**src/rtl/spi_pkg.sv**
```systemverilog
// spi_pkg: shared FSM state and SPI mode types for the SPI master.
package spi_pkg;
  typedef enum logic [1:0] {IDLE, LEAD, SHIFT, TRAIL} state_t;
  typedef struct packed {
    logic cpol;
    logic cpha;
  } mode_t;
endpackage

```
**src/rtl/spi_clk_gen.sv**
```systemverilog
// spi_clk_gen: registered half-period tick every CLK_DIV cycles while enabled, restarting on enable.
module spi_clk_gen #(
  parameter int CLK_DIV = 4
) (
  input  logic clk,
  input  logic rst,
  input  logic en,
  output logic tick
);
  localparam int CW = CLK_DIV > 1 ? $clog2(CLK_DIV) : 1;
  logic [CW-1:0] cnt;
  logic wrap;
  assign wrap = cnt == CW'(CLK_DIV - 1);
  always_ff @(posedge clk) begin
    if (rst || !en) begin
      cnt  <= '0;
      tick <= 1'b0;
    end else begin
      cnt  <= wrap ? '0 : cnt + 1'b1;
      tick <= wrap;
    end
  end
endmodule

```
**src/rtl/spi_master.sv**
```systemverilog
// spi_master: single-word SPI master with selectable mode, bit order and chip select.
module spi_master
  import spi_pkg::*;
#(
  parameter int WIDTH     = 8,
  parameter int CLK_DIV   = 4,
  parameter int NUM_CS    = 1,
  parameter int MSB_FIRST = 1
) (
  input  logic                                         clock_i,
  input  logic                                         reset_i,
  input  logic                                         start_i,
  input  logic                                         cpol_i,
  input  logic                                         cpha_i,
  input  logic [(NUM_CS > 1 ? $clog2(NUM_CS) : 1)-1:0] cs_sel_i,
  input  logic [WIDTH-1:0]                             tx_data_i,
  input  logic                                         MISO_i,
  output logic                                         SCLK_o,
  output logic                                         MOSI_o,
  output logic [NUM_CS-1:0]                            CS_n_o,
  output logic [WIDTH-1:0]                             rx_data_o,
  output logic                                         busy_o,
  output logic                                         done_o
);
  localparam int CSW = NUM_CS > 1 ? $clog2(NUM_CS) : 1;
  localparam int EW  = $clog2(2 * WIDTH);
  state_t state, nxt;
  mode_t mode;
  logic [CSW-1:0] cs_q;
  logic [WIDTH-1:0] tx_sh, rx_sh;
  logic [EW-1:0] ecnt;
  logic tick, last, shift_ev;

  function automatic logic first_bit(input logic [WIDTH-1:0] w);
    return MSB_FIRST != 0 ? w[WIDTH-1] : w[0];
  endfunction

  function automatic logic [WIDTH-1:0] advance(input logic [WIDTH-1:0] w);
    return MSB_FIRST != 0 ? w << 1 : w >> 1;
  endfunction

  function automatic logic [WIDTH-1:0] insert(input logic [WIDTH-1:0] w, input logic b);
    return MSB_FIRST != 0 ? {w[WIDTH-2:0], b} : {b, w[WIDTH-1:1]};
  endfunction

  spi_clk_gen #(.CLK_DIV(CLK_DIV)) u_clk_gen (
    .clk (clock_i),
    .rst (reset_i),
    .en  (busy_o),
    .tick(tick)
  );

  // even edge indices are leading edges; the data shifts on the edge opposite to sampling
  assign last     = ecnt == EW'(2 * WIDTH - 1);
  assign shift_ev = ~ecnt[0] == mode.cpha;

  always_ff @(posedge clock_i) state <= reset_i ? IDLE : nxt;

  always_comb begin
    nxt = state == IDLE ? (start_i ? LEAD : IDLE) :
          !tick          ? state :
          state == LEAD  ? SHIFT :
          state == SHIFT ? (last ? TRAIL : SHIFT) : IDLE;
  end

  always_comb begin
    busy_o = state != IDLE;
    for (int i = 0; i < NUM_CS; i++) CS_n_o[i] = !(busy_o && int'(cs_q) == i);
  end

  always_ff @(posedge clock_i) begin
    if (reset_i) begin
      SCLK_o    <= 1'b0;
      MOSI_o    <= 1'b0;
      done_o    <= 1'b0;
      rx_data_o <= '0;
      tx_sh     <= '0;
      rx_sh     <= '0;
      ecnt      <= '0;
      mode      <= '0;
      cs_q      <= '0;
    end else begin
      done_o <= state == TRAIL && tick;
      if (state == IDLE) begin
        SCLK_o <= cpol_i;
        if (start_i) begin
          mode   <= mode_t'({cpol_i, cpha_i});
          cs_q   <= cs_sel_i;
          ecnt   <= '0;
          rx_sh  <= '0;
          tx_sh  <= cpha_i ? tx_data_i : advance(tx_data_i);
          MOSI_o <= cpha_i ? 1'b0 : first_bit(tx_data_i);
        end
      end
      if (state == LEAD || state == TRAIL) SCLK_o <= mode.cpol;
      if (state == SHIFT && tick) begin
        SCLK_o <= ~SCLK_o;
        ecnt   <= ecnt + 1'b1;
        if (shift_ev) begin
          MOSI_o <= first_bit(tx_sh);
          tx_sh  <= advance(tx_sh);
        end else begin
          rx_sh <= insert(rx_sh, MISO_i);
        end
      end
      if (state == TRAIL && tick) rx_data_o <= rx_sh;
    end
  end
endmodule

```
**config.mk**
```make
export PLATFORM = sky130hd
export DESIGN_NAME = spi_master
export DESIGN_NICKNAME = d
export VERILOG_FILES = /design/src/rtl/spi_pkg.sv /design/src/rtl/spi_clk_gen.sv /design/src/rtl/spi_master.sv
export SDC_FILE = /design/constraint.sdc
export NUM_CORES = 1
export LEC_CHECK = 0
export CAP_MARGIN = 20
export CORE_MARGIN = 1.5
export CORE_UTILIZATION = 52
export DETAILED_ROUTE_END_ITERATION = 10
export PLACE_DENSITY = 0.85
export SLEW_MARGIN = 20
export SYNTH_ARGS = -nofsm -noshare
export SYNTH_HDL_FRONTEND = slang
export SYNTH_SLANG_ARGS = --single-unit
```
**constraint.sdc**
```tcl
create_clock -name clock_i -period 1.8 [get_ports clock_i]
set_clock_uncertainty 0.15 [all_clocks]
set_input_delay 0.36 -clock clock_i [delete_from_list [all_inputs] [get_ports clock_i]]
set_output_delay 0.36 -clock clock_i [all_outputs]
set_load 0.005 [all_outputs]
```
Word-level counts from Yosys, hierarchy flattened
Cells that the tools add are included.
Word-level totals
  word-level logic and storage cells: 66
  bits of input ports: 15
  output and inout bits: 13
  register bits after elaboration: 39
Cells by class
  reductions and logical operators: 16
  eq/ne operators: 6
  mux-type cells: 26
  add/sub/neg operators: 2
  bitwise logic cells: 3
Operators with widths (number)
  $mux 8: 9
  $mux 4: 3
  $mux 1: 10
  $mux 2: 4
  $reduce_bool 2->1: 4
  $eq 2x2->1 const B: 3
  $add 4x1->4 const B: 1
  $eq 4x4->1 const B: 1
  $reduce_and 2->1: 2
  $logic_and 1x1->1: 3
  $not 1->1: 3
  $reduce_bool 3->1: 1
  $add 2x1->2 const B: 1
  $eq 2x1->1 const B: 1
  $logic_not 1->1: 2
  $logic_not 2->1: 1
  $logic_or 1x1->1: 2
  $reduce_or 2->1: 1
  $eq 1x1->1: 1

Logic depth before layout (Yosys ltp)
  depth after elaboration: 6
  mapped depth: 7

Modules after synthesis
A second synthesis with hierarchy kept.
Unflattened totals
  cells, all modules: 196
  area total of the unflattened synthesis: 1759.2 µm²
By module, submodules not included
  spi_master: area an instance 1650.3 µm², instances 1, sequential area each 720.7 µm², cells each 189
  spi_clk_gen: area an instance 108.9 µm², instances 1, sequential area each 60.1 µm², cells each 7

Worst setup path after synthesis
OpenSTA, ideal clock, no wires.
  path kind: reg-to-output
  start: reg state[0]
  end: out CS_n_o
  arrival: 1266 ps
  buffers on the path: 2
  stages on the path, launching flop included: 6
  slack: 24 ps
  cell sequence: dfxtp_1 > inv_1 > ha_1 > clkbuf_1 > clkbuf_1 > or2_2
Between the ends
  longest elaborated chain between the ends: 3
RTL lines
  start: declaration: line spi_master.sv:27  | state_t state, nxt;
  start signal: assignment: line spi_master.sv:57  | always_ff @(posedge clock_i) state <= reset_i ? IDLE : nxt;
  $reduce_bool 2->1: line spi_master.sv:67  | busy_o = state != IDLE;
  $logic_and 1x1->1: line spi_master.sv:68  | for (int i = 0; i < NUM_CS; i++) CS_n_o[i] = !(busy_o && int'(cs_q) == i);
  $logic_not 1->1: line spi_master.sv:68
  end: declaration: line spi_master.sv:20  | output logic [NUM_CS-1:0] CS_n_o,
No other way between the ends.

Final worst setup path
Ends and elaborated chain as after synthesis.

==> impl_table.tex <==
\begin{tabular}{lr}
\hline
Metric & Value \\
\hline
\multicolumn{2}{l}{\textbf{Synth}} \\
Largest family of logic cells by synthesized area & compound AO/OA/AOI/OAI gates \\
Ys flop type & sky130\_fd\_sc\_hd\_\_dfxtp\_1 \\
Area share of the largest cell type after synthesis & 44.6\% \\
Synth top area cells & sky130\_fd\_sc\_hd\_\_dfxtp\_1 45\%, sky130\_fd\_sc\_hd\_\_a21oi\_1 11\%, sky130\_fd\_sc\_hd\_\_nand3\_1 6.3\% \\
Share of the synthesized area in compound gates (AO/OA/AOI/OAI) & 22.4\% \\
Number of distinct library cells after synthesis & 34 \\
Register bit count reported by yosys & 39 \\
Area of the mapped netlist & 1750 sq um \\
Average cell area after synthesis & 8.84 sq um \\
Fraction of registers with async set or reset after synthesis & 0\% \\
Synth warn & 0 \\
Count of flip-flops with a built-in enable after synthesis & 0 \\
Most instantiated cells after synthesis & 39 x sky130\_fd\_sc\_hd\_\_a21oi\_1, 39 x sky130\_fd\_sc\_hd\_\_dfxtp\_1, 22 x sky130\_fd\_sc\_hd\_\_nand2\_1, 22 x sky130\_fd\_sc\_hd\_\_nand3\_1, 9 x sky130\_fd\_sc\_hd\_\_clkbuf\_1 \\
Proportion of synthesized area in mux cells & 4.00\% \\
Syn nets & 220 \\
Portion of the post-synthesis area used by sequential elements & 44.6\% \\
Synth Area in Adders & 5.00\% \\
Simple logic cell fraction of the synthesized area & 18.0\% \\
Cell type contributing the most total cell area after synthesis & sky130\_fd\_sc\_hd\_\_dfxtp\_1 \\
Gate count after technology mapping & 198 \\
Post-synthesis share of cell area spent on xor and xnor gates & 1.86\% \\
\multicolumn{2}{l}{\textbf{Power and ir drop}} \\
Static leakage power & 0.884 nW \\
Worst vdd rail ir drop & 619 uV \\
Sw Ratio & 27.1\% \\
Sw Pwr & 0.543 mW \\
Post-route total power & 2.00 mW \\
Int Power & 1.46 mW \\
Total power density per cell area & 861 nW/um\^{}2 \\
Share of total power in the clock network & 31.5\% \\
Combinational cell fraction of total power & 21.7\% \\
Power share of the sequential group & 46.8\% \\
\multicolumn{2}{l}{\textbf{Timing}} \\
Remaining max-slew budget at the tightest pin & 76.1\% \\
Shortest period the worst path allows & 1.77 ns \\
Unrepaired setup endpoints after global routing & true \\
Max Clk Rate & 0.564 GHz \\
Setup violations, final & 0 \\
Final period utilization & 98.5\% \\
Number of endpoints with negative hold slack in the final report & 0 \\
Post-route setup slack & 0.0269 ns \\
Final Hold Slack & 0.309 ns \\
Total negative slack & 0 ns \\
Number of slew-limit violations in the final report & 0 \\
Worst Tran Pin Value & 0.358 ns \\
\multicolumn{2}{l}{\textbf{GRT}} \\
Maximum number of pins on one net before global-route repair & 21 \\
Grt ovf & 0 \\
Via count of the first global-routing pass & 1,426 \\
Wire length of the first global-routing pass & 6490 um \\
Antenna violations before repair & 0 \\
Global routing usage summed across all routing layers & 24.1\% \\
\multicolumn{2}{l}{\textbf{Critical path}} \\
CP Class & reg -> out \\
Data arrival time of the worst path & 1.26 ns \\
Buf/Inv on CP & 2 \\
Highest net fanout along the worst path & 2 \\
Worst path top cell family by delay & flip-flops \\
Slowest cell on the critical path & sky130\_fd\_sc\_hd\_\_dfxtp\_2 \\
Delay contributed by the slowest stage of the critical path & 0.36 ns \\
Critical-path cell list & inv\_2, ha\_4, or2\_4, buf\_6 \\
Crit end category & primary output \\
Category of the worst setup path launch point & flop \\
Required time worst endpoint & 1.29 ns \\
\multicolumn{2}{l}{\textbf{Clock network}} \\
TritonCTS sink count & 39 \\
Latest clock arrival within the worst-skew pair & 0.36 ns \\
Clock-pin transition on the worst setup and hold timing paths & 0.12 ns \\
Buffers from clock root to sink, at most & 2 \\
CTS tree & done \\
Clock tree root driver cell & sky130\_fd\_sc\_hd\_\_clkbuf\_4 \\
Num CTS Buffers & 5 \\
Number of levels in the clock H-tree & 2 \\
\multicolumn{2}{l}{\textbf{Drt}} \\
Wire per inst & 14.5 um \\
Wire length after detailed routing & 4150 um \\
Vias & 1,643 \\
Initial drt markers & 117 \\
Remaining design rule violation count & 0 \\
DR pass1 iterations & 4 \\
Count of nets left with antenna violations after detail routing & 0 \\
Vias per cell & 5.74 \\
\multicolumn{2}{l}{\textbf{Floorplan}} \\
Top-Level Pins & 28 \\
Placeable core region & 3130 sq um \\
Die area & 3720 sq um \\
Die boundary width & 61.0 um \\
Num rows & 20 \\
Effective utilization at floorplan & 56.0\% \\
Die height & 61.0 um \\
\multicolumn{2}{l}{\textbf{Cells and area}} \\
Sequential standard cell area & 785 sq um \\
Antenna cells & 0 \\
Layout Nets & 263 \\
Number of filler cells placed in the layout & 235 \\
Fraction of layout instances using a drive strength above 1 & 19.4\% \\
Layout overhead on the synthesized area & 32.9\% \\
Filler-free cell count of the finished design & 286 \\
Area of combinational cells with multiple inputs & 926 sq um \\
\multicolumn{2}{l}{\textbf{Place}} \\
Worst setup slack before clock tree synthesis & -0.0306 ns \\
Detailed placer's ending HPWL & 2860 um \\
PortBufs & 27 \\
Cell count after placement & 278 \\
Routability Congestion & 0.805 \\
\multicolumn{2}{l}{\textbf{Worst hold path}} \\
Class of the worst hold path & reg -> reg \\
\multicolumn{2}{l}{\textbf{Flow run}} \\
Max cap viols & 0 \\
\multicolumn{2}{l}{\textbf{Outcome}} \\
Run status & finished clean \\
\hline
\end{tabular}
registers in the layout, summed over array words and instances (netlist names):
signal and flops:
rx_data_o 8, rx_sh 8, tx_sh 8, ecnt 4, mode 2, state 2
u_clk_gen.cnt 2, MOSI_o 1, SCLK_o 1, cs_q 1, done_o 1, u_clk_gen.tick 1
worst min-delay path: cells and delay by family (launching register included):
family / cells / cell delay [ns]
AO/OA/AOI/OAI: 1 / 0.05
flip-flops: 1 / 0.33
AND/OR/NAND/NOR: 1 / 0.05
layout by cell type, fill, tap and decap left out, types with 2 or more instances in the layout:
| cell | n |
|---|---|
| sky130_fd_sc_hd__nand2b_1 | 3 |
| sky130_fd_sc_hd__dfxtp_1 | 36 |
| sky130_fd_sc_hd__nor3_1 | 2 |
| sky130_fd_sc_hd__mux2i_1 | 7 |
| sky130_fd_sc_hd__a21oi_1 | 38 |
| sky130_fd_sc_hd__clkdlybuf4s50_1 | 25 |
| sky130_fd_sc_hd__nor2_1 | 2 |
| sky130_fd_sc_hd__buf_6 | 2 |
| sky130_fd_sc_hd__dfxtp_2 | 3 |
| sky130_fd_sc_hd__o21ai_0 | 2 |
| sky130_fd_sc_hd__nand2_1 | 22 |
| sky130_fd_sc_hd__a311oi_1 | 2 |
| sky130_fd_sc_hd__a22o_1 | 7 |
| sky130_fd_sc_hd__buf_4 | 22 |
| sky130_fd_sc_hd__o211ai_1 | 8 |
| sky130_fd_sc_hd__inv_2 | 2 |
| sky130_fd_sc_hd__nand3_1 | 22 |
| sky130_fd_sc_hd__clkbuf_4 | 5 |
| sky130_fd_sc_hd__ha_1 | 6 |
power groups by stage:
stage	logic (mW)	registers (mW)	clock network [mW]
5_1_grt	0.473	0.944	0.668
4_1_cts	0.419	0.936	0.630
2_1_floorplan	0.210	0.951	0
3_3_place_gp	0.395	0.951	0
6_report	0.434	0.937	0.632
3_5_place_dp	0.409	0.952	0
final cells by class:
type	instances	share of cell area (%)
well taps	44	2.37
repair buffers	51	19.9
clock inverters	2	1.51
inverters	3	0.484
flip-flops and latches	39	33.7
multi-input cells	141	39.8
clock buffers	6	2.21
path summary, 6_finish.rpt:
| path | from | to | slack [ns] | cells past startpoint |
|---|---|---|---|---|
| setup / recovery | state[0] | CS_n_o | 0.03 | 4 |
| setup reg to reg | state[0] | SCLK_o | 0.04 | 7 |
| hold / removal | rx_data_o[3] | rx_data_o[3] | 0.31 | 2 |
| hold reg to reg | rx_data_o[3] | rx_data_o[3] | 0.31 | 2 |
routing by layer:
layer / wire length, um / part of all wire, % / track usage [%]
met3: 148 / 3.6 / 8.19
met1: 1890 / 46 / 31.2
met2: 2060 / 50 / 37.7
met5: 0 / 0 / 0
met4: 54 / 1.3 / 8.07
logic make-up (layout without fill, tap and decap cells):
kind of cell / count (synthesis) / count (layout)
flops: 39 / 39
mux: 7 / 7
simple gates: 61 / 61
compound gates: 64 / 64
xor+xnor: 2 / 2
fa+ha+maj: 7 / 7
buf+inv: 18 / 62
per-stage QoR:
stage | cell area (sq um) | util, %
after floorplan | 1750 | -
after global placement | 2210 | 70.6
after detailed placement | 2210 | 70.6
after CTS | 2310 | 73.8
after global routing | 2330 | 74.4
final | 2330 | 74.4
what timing repair did:
action	CTS	global route
endpoints found under the hold margin	0	0
hold buffers	0	0
buffers inserted	0	0
pin swaps	1	0
setup endpoints to repair	3	16
gates resized for setup	13	7
Note: power is estimated with default switching activity, not from simulation.
